[config.mk]
export PLATFORM = sky130hd
export DESIGN_NAME = mem_responder
export DESIGN_NICKNAME = d
export VERILOG_FILES = /design/src/rtl/mem_responder.sv
export SDC_FILE = /design/constraint.sdc
export NUM_CORES = 2
export LEC_CHECK = 0
export BUFFER_PORTS_ARGS = -buffer_cell sky130_fd_sc_hd__buf_2
export CELL_PAD_IN_SITES_DETAIL_PLACEMENT = 1
export CELL_PAD_IN_SITES_GLOBAL_PLACEMENT = 1
export CORE_AREA = 2 2 472 474
export CTS_BUF_LIST = sky130_fd_sc_hd__clkbuf_16
export DETAILED_ROUTE_END_ITERATION = 10
export DIE_AREA = 0 0 474 476
export GPL_TIMING_DRIVEN = 0
export PLACE_DENSITY = 0.7
export SLEW_MARGIN = 15
export SYNTH_ARGS = -nofsm -noshare
export SYNTH_HDL_FRONTEND = slang
export SYNTH_SLANG_ARGS = --single-unit
[constraint.sdc]
create_clock -name clk -period 3.6 [get_ports clk]
set_input_delay 0.18 -clock clk [delete_from_list [all_inputs] [get_ports clk]]
set_output_delay 0.18 -clock clk [all_outputs]
set_load 0.01 [all_outputs]
[src/rtl/mem_responder.sv]
// Wait-stated data-memory target for the MEM stage: latches a load/store request,
// holds ready low for WAIT_CYCLES busy cycles, then completes the access in DONE.
module mem_responder #(
  parameter int unsigned ADDR_BASE   = 1024,
  parameter int unsigned DEPTH       = 64,
  parameter int unsigned WAIT_CYCLES = 4
) (
  input  logic        clk,
  input  logic        rst,
  input  logic        MEM_r_en,
  input  logic        MEM_w_en,
  input  logic [31:0] address,
  input  logic [31:0] data_in,
  output logic [31:0] data_out,
  output logic        ready
);

  localparam int unsigned CNT_W = (WAIT_CYCLES > 0) ? $clog2(WAIT_CYCLES + 1) : 1;
  localparam int unsigned IDX_W = (DEPTH > 1) ? $clog2(DEPTH) : 1;

  typedef enum logic [1:0] {
    IDLE = 2'd0,
    BUSY = 2'd1,
    DONE = 2'd2
  } state_t;

  state_t             state_q, state_d;
  logic [CNT_W-1:0]   cnt_q, cnt_d;
  logic               store_q, store_d;
  logic               load_q, load_d;
  logic               hit_q, hit_d;
  logic [IDX_W-1:0]   idx_q, idx_d;
  logic [31:0]        wdata_q, wdata_d;
  logic [31:0]        data_out_q;
  logic [31:0]        mem_q [DEPTH];
  logic               access_c;
  logic               req_c;
  logic [31:0]        off_c;
  logic               in_range_c;
  logic               unused_off_bits;

  // Address decode: byte offset from the base, word index in off[31:2].
  assign req_c           = MEM_r_en | MEM_w_en;
  assign off_c           = address - 32'(ADDR_BASE);
  assign in_range_c      = (address >= 32'(ADDR_BASE)) && (off_c[31:2] < 30'(DEPTH));
  assign unused_off_bits = &off_c[1:0];

  assign ready    = ((state_q == IDLE) && !req_c) || (state_q == DONE);
  assign data_out = data_out_q;

  always_ff @(posedge clk or negedge rst) begin
    if (!rst) begin
      state_q <= IDLE;
      cnt_q   <= '0;
      store_q <= 1'b0;
      load_q  <= 1'b0;
      hit_q   <= 1'b0;
      idx_q   <= '0;
      wdata_q <= '0;
    end else begin
      state_q <= state_d;
      cnt_q   <= cnt_d;
      store_q <= store_d;
      load_q  <= load_d;
      hit_q   <= hit_d;
      idx_q   <= idx_d;
      wdata_q <= wdata_d;
    end
  end

  // Next state; the access fires on the edge that enters DONE, using the _d
  // request fields so the zero-wait path sees the inputs sampled in IDLE.
  always_comb begin
    state_d  = state_q;
    cnt_d    = cnt_q;
    store_d  = store_q;
    load_d   = load_q;
    hit_d    = hit_q;
    idx_d    = idx_q;
    wdata_d  = wdata_q;
    access_c = 1'b0;
    case (state_q)
      IDLE: begin
        if (req_c) begin
          store_d = MEM_w_en;
          load_d  = MEM_r_en & ~MEM_w_en;
          hit_d   = in_range_c;
          idx_d   = off_c[IDX_W+1:2];
          wdata_d = data_in;
          if (WAIT_CYCLES == 0) begin
            state_d  = DONE;
            access_c = 1'b1;
          end else begin
            state_d = BUSY;
            cnt_d   = CNT_W'(WAIT_CYCLES - 1);
          end
        end
      end
      BUSY: begin
        if (cnt_q == '0) begin
          state_d  = DONE;
          access_c = 1'b1;
        end else begin
          cnt_d = cnt_q - CNT_W'(1);
        end
      end
      DONE:    state_d = IDLE;
      default: state_d = IDLE;
    endcase
  end

  // Storage and load result; reset clears every word and drops any in-flight write.
  always_ff @(posedge clk or negedge rst) begin
    if (!rst) begin
      for (int i = 0; i < DEPTH; i++) mem_q[i] <= '0;
      data_out_q <= '0;
    end else if (access_c) begin
      if (store_d && hit_d) mem_q[idx_d] <= wdata_d;
      if (load_d) data_out_q <= hit_d ? mem_q[idx_d] : 32'd0;
    end
  end

endmodule

# Word level (Yosys, flattened, before mapping)
# Cells that the tools add are included.
[op_classes]
order_cmp = 4
n_eq_ne = 5
bitwise_logic = 4
addsub = 2
n_reduce_logical = 13
muxes = 25
[ops]
columns = ["op", "count"]
rows = [
  ["$bwmux W2048", 1],
  ["$bmux W32 S6", 1],
  ["$demux W32 S6", 1],
  ["$mux W32", 6],
  ["$ge A32 B11 Y1 const B", 1],
  ["$sub A32 B11 Y32 const B", 1],
  ["$lt A30 B7 Y1 const B", 1],
  ["$mux W6", 2],
  ["$mux W1", 8],
  ["$ge A7 B7 Y1 const B", 1],
  ["$lt A7 B1 Y1 const B", 1],
  ["$not A6 Y7", 1],
  ["$mux W3", 2],
  ["$ne A2 B2 Y1 const B", 3],
  ["$pmux W3 S2", 1],
  ["$reduce_and A2 Y1", 3],
  ["$logic_and A1 B1 Y1", 4],
  ["$mux W2", 2],
  ["$pmux W2 S2", 1],
  ["$logic_not A3 Y1", 1],
  ["$reduce_and A3 Y1", 1],
  ["$sub A3 B1 Y3 const B", 1],
  ["$eq A2 B1 Y1 const B", 1],
  ["$eq A2 B2 Y1 const B", 1],
  ["7 further kinds", 7],
]
[word_totals]
reg_bits = 2126
word_cells = 125
in_bits = 68
out_inout_bits = 33

# Logic depth before layout (Yosys ltp)
[logic_depth]
ltp_word = 9
mapped_depth = 13
mapped_depth_nobuf = 9

# Worst setup path before layout
# Ideal clock, no wire load.
[synth_timing]
kind = "flip-flop to flip-flop"
start = "register state_q[1]"
end = "register mem_q[560] (netlist bit)"
path_buffers = 3
arrival_ns = 2.338
path_slack_ns = 1.130
synth_period_minus_slack_ns = 2.470
setup_time_ns = 0.131
stages_incl_launch_ff = 12
required_time_ns = 3.469
cell_sequence = "dfrtp_1 > nor2_4 > nand2_8 > mux2i_4 > nand3_2 > nand2b_1 > buf_4 > or3_1 > buf_2 > buf_2 > nand2_1 > o21ai_1"
[synth_between]
elab_chain_len = 8
word_cells_on_any_way = 16
cone_classes = "order compare (2); eq/ne (1); mux (8); bitwise (1); reduce/logical (4)"
[synth_lines]
columns = ["element", "line_no", "text"]
rows = [
  ["start, declared", "27", "state_t state_q, state_d;"],
  ["start signal, assigned", "61", "state_q <= state_d;"],
  ["$logic_not A2 Y1", "82", "case (state_q)"],
  ["$mux W6", "82", ""],
  ["$not A6 Y7 (implied by the code)", "118", "if (store_d && hit_d) mem_q[idx_d] <= wdata_d;"],
  ["$ge A7 B7 Y1 (implied by the code) / $lt A7 B1 Y1 (equally long branches)", "118", ""],
  ["$logic_and A1 B1 Y1 (implied by the code)", "118", ""],
  ["$mux W32 (implied by the code)", "118", ""],
  ["$demux W32 S6", "118", ""],
  ["$bwmux W2048", "118", ""],
  ["end signal, assigned by index", "118", ""],
  ["end, declared", "35", "logic [31:0] mem_q [DEPTH];"],
]
# Several ways; a longest one is shown, not always the timed one.
# A chain may end at the register's enable or synchronous reset.

# Worst setup path after layout
[layout_timing]
start = "register state_q[1]"
end = "register mem_q[1853] (netlist bit)"
[layout_between]
word_cells_on_any_way = 16
cone_classes = "order compare (2); eq/ne (1); mux (8); bitwise (1); reduce/logical (4)"
[layout_lines]
columns = ["element", "line_no", "text"]
rows = [
  ["$logic_not A2 Y1", "82", ""],
  ["$mux W1", "82", ""],
  ["named net store_d", "29", "logic store_q, store_d;"],
  ["$logic_and A1 B1 Y1", "118", ""],
  ["$reduce_and A2 Y1 (no source line)", "-", ""],
]
# The timed path passes the listed nets, and every way through them passes these cells.

==> results by group <==
Clocking
  – Root Driver: clkbuf_16
  – CTS buffer count: 227
  – CTS tree: built
  – CTS H-tree depth: 4
  – Clock Tree Buf Depth: 3
  – Clk pin slew, worst setup/hold paths: ~0.060 ns
  – Clk sinks: about 2100
  – Clock Latency Late Sink: 0.95 ns

STA
  – RSZ-0062 raised after global routing: yes
  – Setup Skew: roughly 0.055 ns
  – Highest Clock Rate: roughly 0.26 GHz
  – Final Max Slew Viols: 0
  – Worst hold slack: ~0.023 ns
  – Max transition margin: 11.1%
  – Crit share post-route: 105%
  – Worst-Margin Slew: 1.33 ns
  – Final worst slack: -0.176 ns
  – Minimum clock period: roughly 3.8 ns
  – Final hold vios: 0
  – # setup viols final: between 200 and 300

Global routing
  – Vias in the first global route: 84762
  – Pin count of the biggest net entering global routing: ~150
  – Initial antenna violation count: 63
  – GR met3 Demand/Resource: around a fifth
  – Routing usage on met2: roughly three fifths
  – First-pass GRT wire length: just under 700000 um
  – Grt ovf: 0
  – GRT Total Usage: between 40% and 50%
  – Grt met1 use: between 50% and 60%
  – Layer with the highest usage: met2

Critical path
  – FF-to-FF Start: state_q[1]
  – Crit path max fanout: 10
  – CP Capture Type: register
  – CP Data Required Time: about 4.4 ns
  – Worst reg-to-reg setup slack: -0.18 ns
  – Reg2reg path depth: 9
  – WS Path Type: reg -> reg
  – RR Endpoint: mem_q[1853]
  – CP arrival: 4.55 ns
  – CP Launch Type: register

Die
  – Row cnt: approximately 170
  – Die Y-Extent: around 480 um
  – Die area: around 230000 sq um
  – Io pins: 101
  – Initial Util: roughly two fifths
  – Core area: 221000 sq um
  – Die Width: around 470 um

Place
  – GPL Wtd Cong: 1.03
  – Hpwl dp: around 350000 um
  – Port buffer count: a little under 100
  – Dpl cells: approximately 12000

Final layout
  – Share of layout cells above drive strength 1: about 14%
  – Layout Cells excl Fill: about 13000
  – # fillers: between 20000 and 25000
  – Fin nets: ~9500
  – Area Growth Syn to Fin: 18.9%

Route
  – Drt pass-1 iters: 8
  – DR DRC count: 0
  – Number of vias per cell: around 6.7
  – Routed via count: 85462
  – Final ANT Viol Nets: 0
  – Routed WL: between 400000 and 500000 um
  – Initial DRC count: around 12000
  – Wire length per cell: 39.3 um

Synthesis
  – Post-synth top area share: 60.7%
  – Ys async rst share: between 90% and 100%
  – Synthesized Nets: 9069
  – Post-Synthesis Cell Area: a little under 90000 sq um
  – Mapped Cells: between 8000 and 9000
  – Distinct cells, synth: 59
  – Syn avg cell area: between 9 and 10 sq um
  – Seq cells post-synth: 2126
  – Ranking of synthesized cells by area: dfrtp_1, nand2_1, a21oi_1
  – Synth area leader: dfrtp_1
  – Post-synthesis sequential area ratio: roughly three fifths
  – EDFF count, synth: 0
  – Syn. warnings: 0
  – Ys flop type: dfrtp_1

Worst hold path
  – Hold Path Class: in -> reg
  – Hold Path End: mem_q[999]
  – Min-delay src: data_in[7]
  – Hold Path Depth: 4

Flow run
  – Max cap viols: 0

Power and ir drop
  – Max VDD drop: between 500 and 600 uV
  – Pwr Total: 92.2 mW
  – Leakage: about 48 nW
  – Power per cell area: 884 nW/um^2

Status
  – Violated checks: setup timing
  – Run status: finished, violations left
per-layer routing:
| layer | wire length (um) | vias up |
|---|---|---|
| li1 | - | 33003 |
| met5 | 946 | - |
| met4 | 46100 | 28 |
| met2 | 207000 | 6187 |
| met1 | 180000 | 44333 |
| met3 | 66100 | 1911 |
where the power goes:
part	switching, mW	total (mW)	internal, mW	leakage, nW
Combinational	34.1	44.0	9.94	14.5
Clock	10.6	23.7	13.1	3.73
Sequential	0.320	24.5	24.2	29.6
Total	45.0	92.2	47.2	47.9
stage by stage:
step	cell area [sq um]	setup WS (ns)	utilization, %	TNS, ns
4_1_cts	103000	-0.197	46.5	-27.77
3_3_place_gp	91900	-45.63	41.6	-
6_report	104000	-0.176	47.2	-10.23
5_1_grt	104000	-0.0558	47.1	-1.27
3_5_place_dp	93200	-1.87	42.2	-1280.43
2_1_floorplan	87700	1.13	-	0
area by class of cell:
| cell class | count | area [sq um] | share of cell area [%] |
|---|---|---|---|
| Inverter | 41 | 154 | 0.148 |
| Clock inverter | 188 | 1450 | 1.39 |
| Antenna cell | 69 | 173 | 0.166 |
| Multi-Input combinational cell | 5917 | 31800 | 30.5 |
| Tap cell | 2975 | 3720 | 3.57 |
| Sequential cell | 2126 | 53200 | 51.0 |
| Clock buffer | 231 | 5780 | 5.55 |
| Buffer | 915 | 5200 | 4.99 |
| Timing Repair Buffer | 244 | 2750 | 2.64 |
worst max path at each step:
stage	slack [ns]	startpoint	cells after the start	endpoint
2_1_floorplan	1.13	state_q[1]	11	mem_q[560]
3_3_place_gp	-45.63	rst	1	mem_q[1639]
3_5_place_dp	-1.87	state_q[1]	11	data_out[15]
4_1_cts	-0.20	state_q[1]	8	mem_q[1168]
5_1_grt	-0.06	state_q[1]	10	mem_q[1732]
6_report	-0.18	state_q[1]	9	mem_q[1853]
registers in the layout (all words and copies together), names as in the netlist:
register and flops:
cnt_q 3, data_out 32, hit_q 1, idx_q 6
load_q 1, mem_q 2048, state_q 2, store_q 1
wdata_q 32
cell families (layout without fill, tap and decap cells):
| family | Yosys count | in the layout | share of synthesized area [%] |
|---|---|---|---|
| AO/OA/AOI/OAI | 3432 | 3432 | 23.4 |
| AND/OR/NAND/NOR | 2441 | 2441 | 10.9 |
| flip-flops | 2126 | 2126 | 60.7 |
| buffers and inverters | 956 | 1619 | 4.49 |
| multiplexers | 41 | 41 | 0.527 |
| adder cells (fa/ha/maj) | 2 | 2 | 0.0285 |
| XOR/XNOR | 1 | 1 | 0.00999 |
| other | 0 | 69 | 0 |
synthesized netlist by cell type, drive strengths merged, types with 3 or more instances:
cell type	n
dfrtp	2126
nand2	1289
o21ai	1160
nor2	1057
a21oi	955
clkbuf	653
o22ai	584
o221ai	429
buf	262
a211oi	135
o22a	62
o31ai	57
inv	41
mux2i	40
and3	28
a32o	26
nand3	17
nor3	13
nand2b	9
nor4	8
or3	5
a2111oi	4
a31oi	4
or2	4
a41oi	3
nor4b	3
cell usage in the layout (no fill, tap or decap), drive strengths merged, types with 9 or more instances in the layout:
master	count
nand3	17
and3	28
dfrtp	2126
o31ai	57
diode	69
nor2	1057
a32o	26
clkbuf	861
mux2i	40
o21ai	1160
nand2	1289
dlygate4sd3	19
o221ai	429
nand2b	9
inv	91
o22a	62
a21oi	955
a211oi	135
nor3	13
clkinv	113
bufinv	21
o22ai	584
buf	505
timing repair:
| action | CTS | global route |
|---|---|---|
| buffers inserted | 32 | 46 |
| setup endpoints to repair | 1972 | 1937 |
| pin swaps | 14 | 33 |
| hold endpoints to repair | 561 | 2 |
| cloned | 0 | 0 |
| resized for setup | 612 | 423 |
| hold buffers | 19 | 1 |
worst max-delay path, cell delays in order, from the launching register on:
cell	delay [ns]
dfrtp_1	0.43
nor2_4	0.30
nand2_1	0.10
a22o_1	0.34
nand2_2	0.35
buf_2	0.59
nor2_2	0.19
nand2_2	0.39
clkbuf_1	0.67
o21ai_0	0.21
Power figures use the tool's default switching activity.
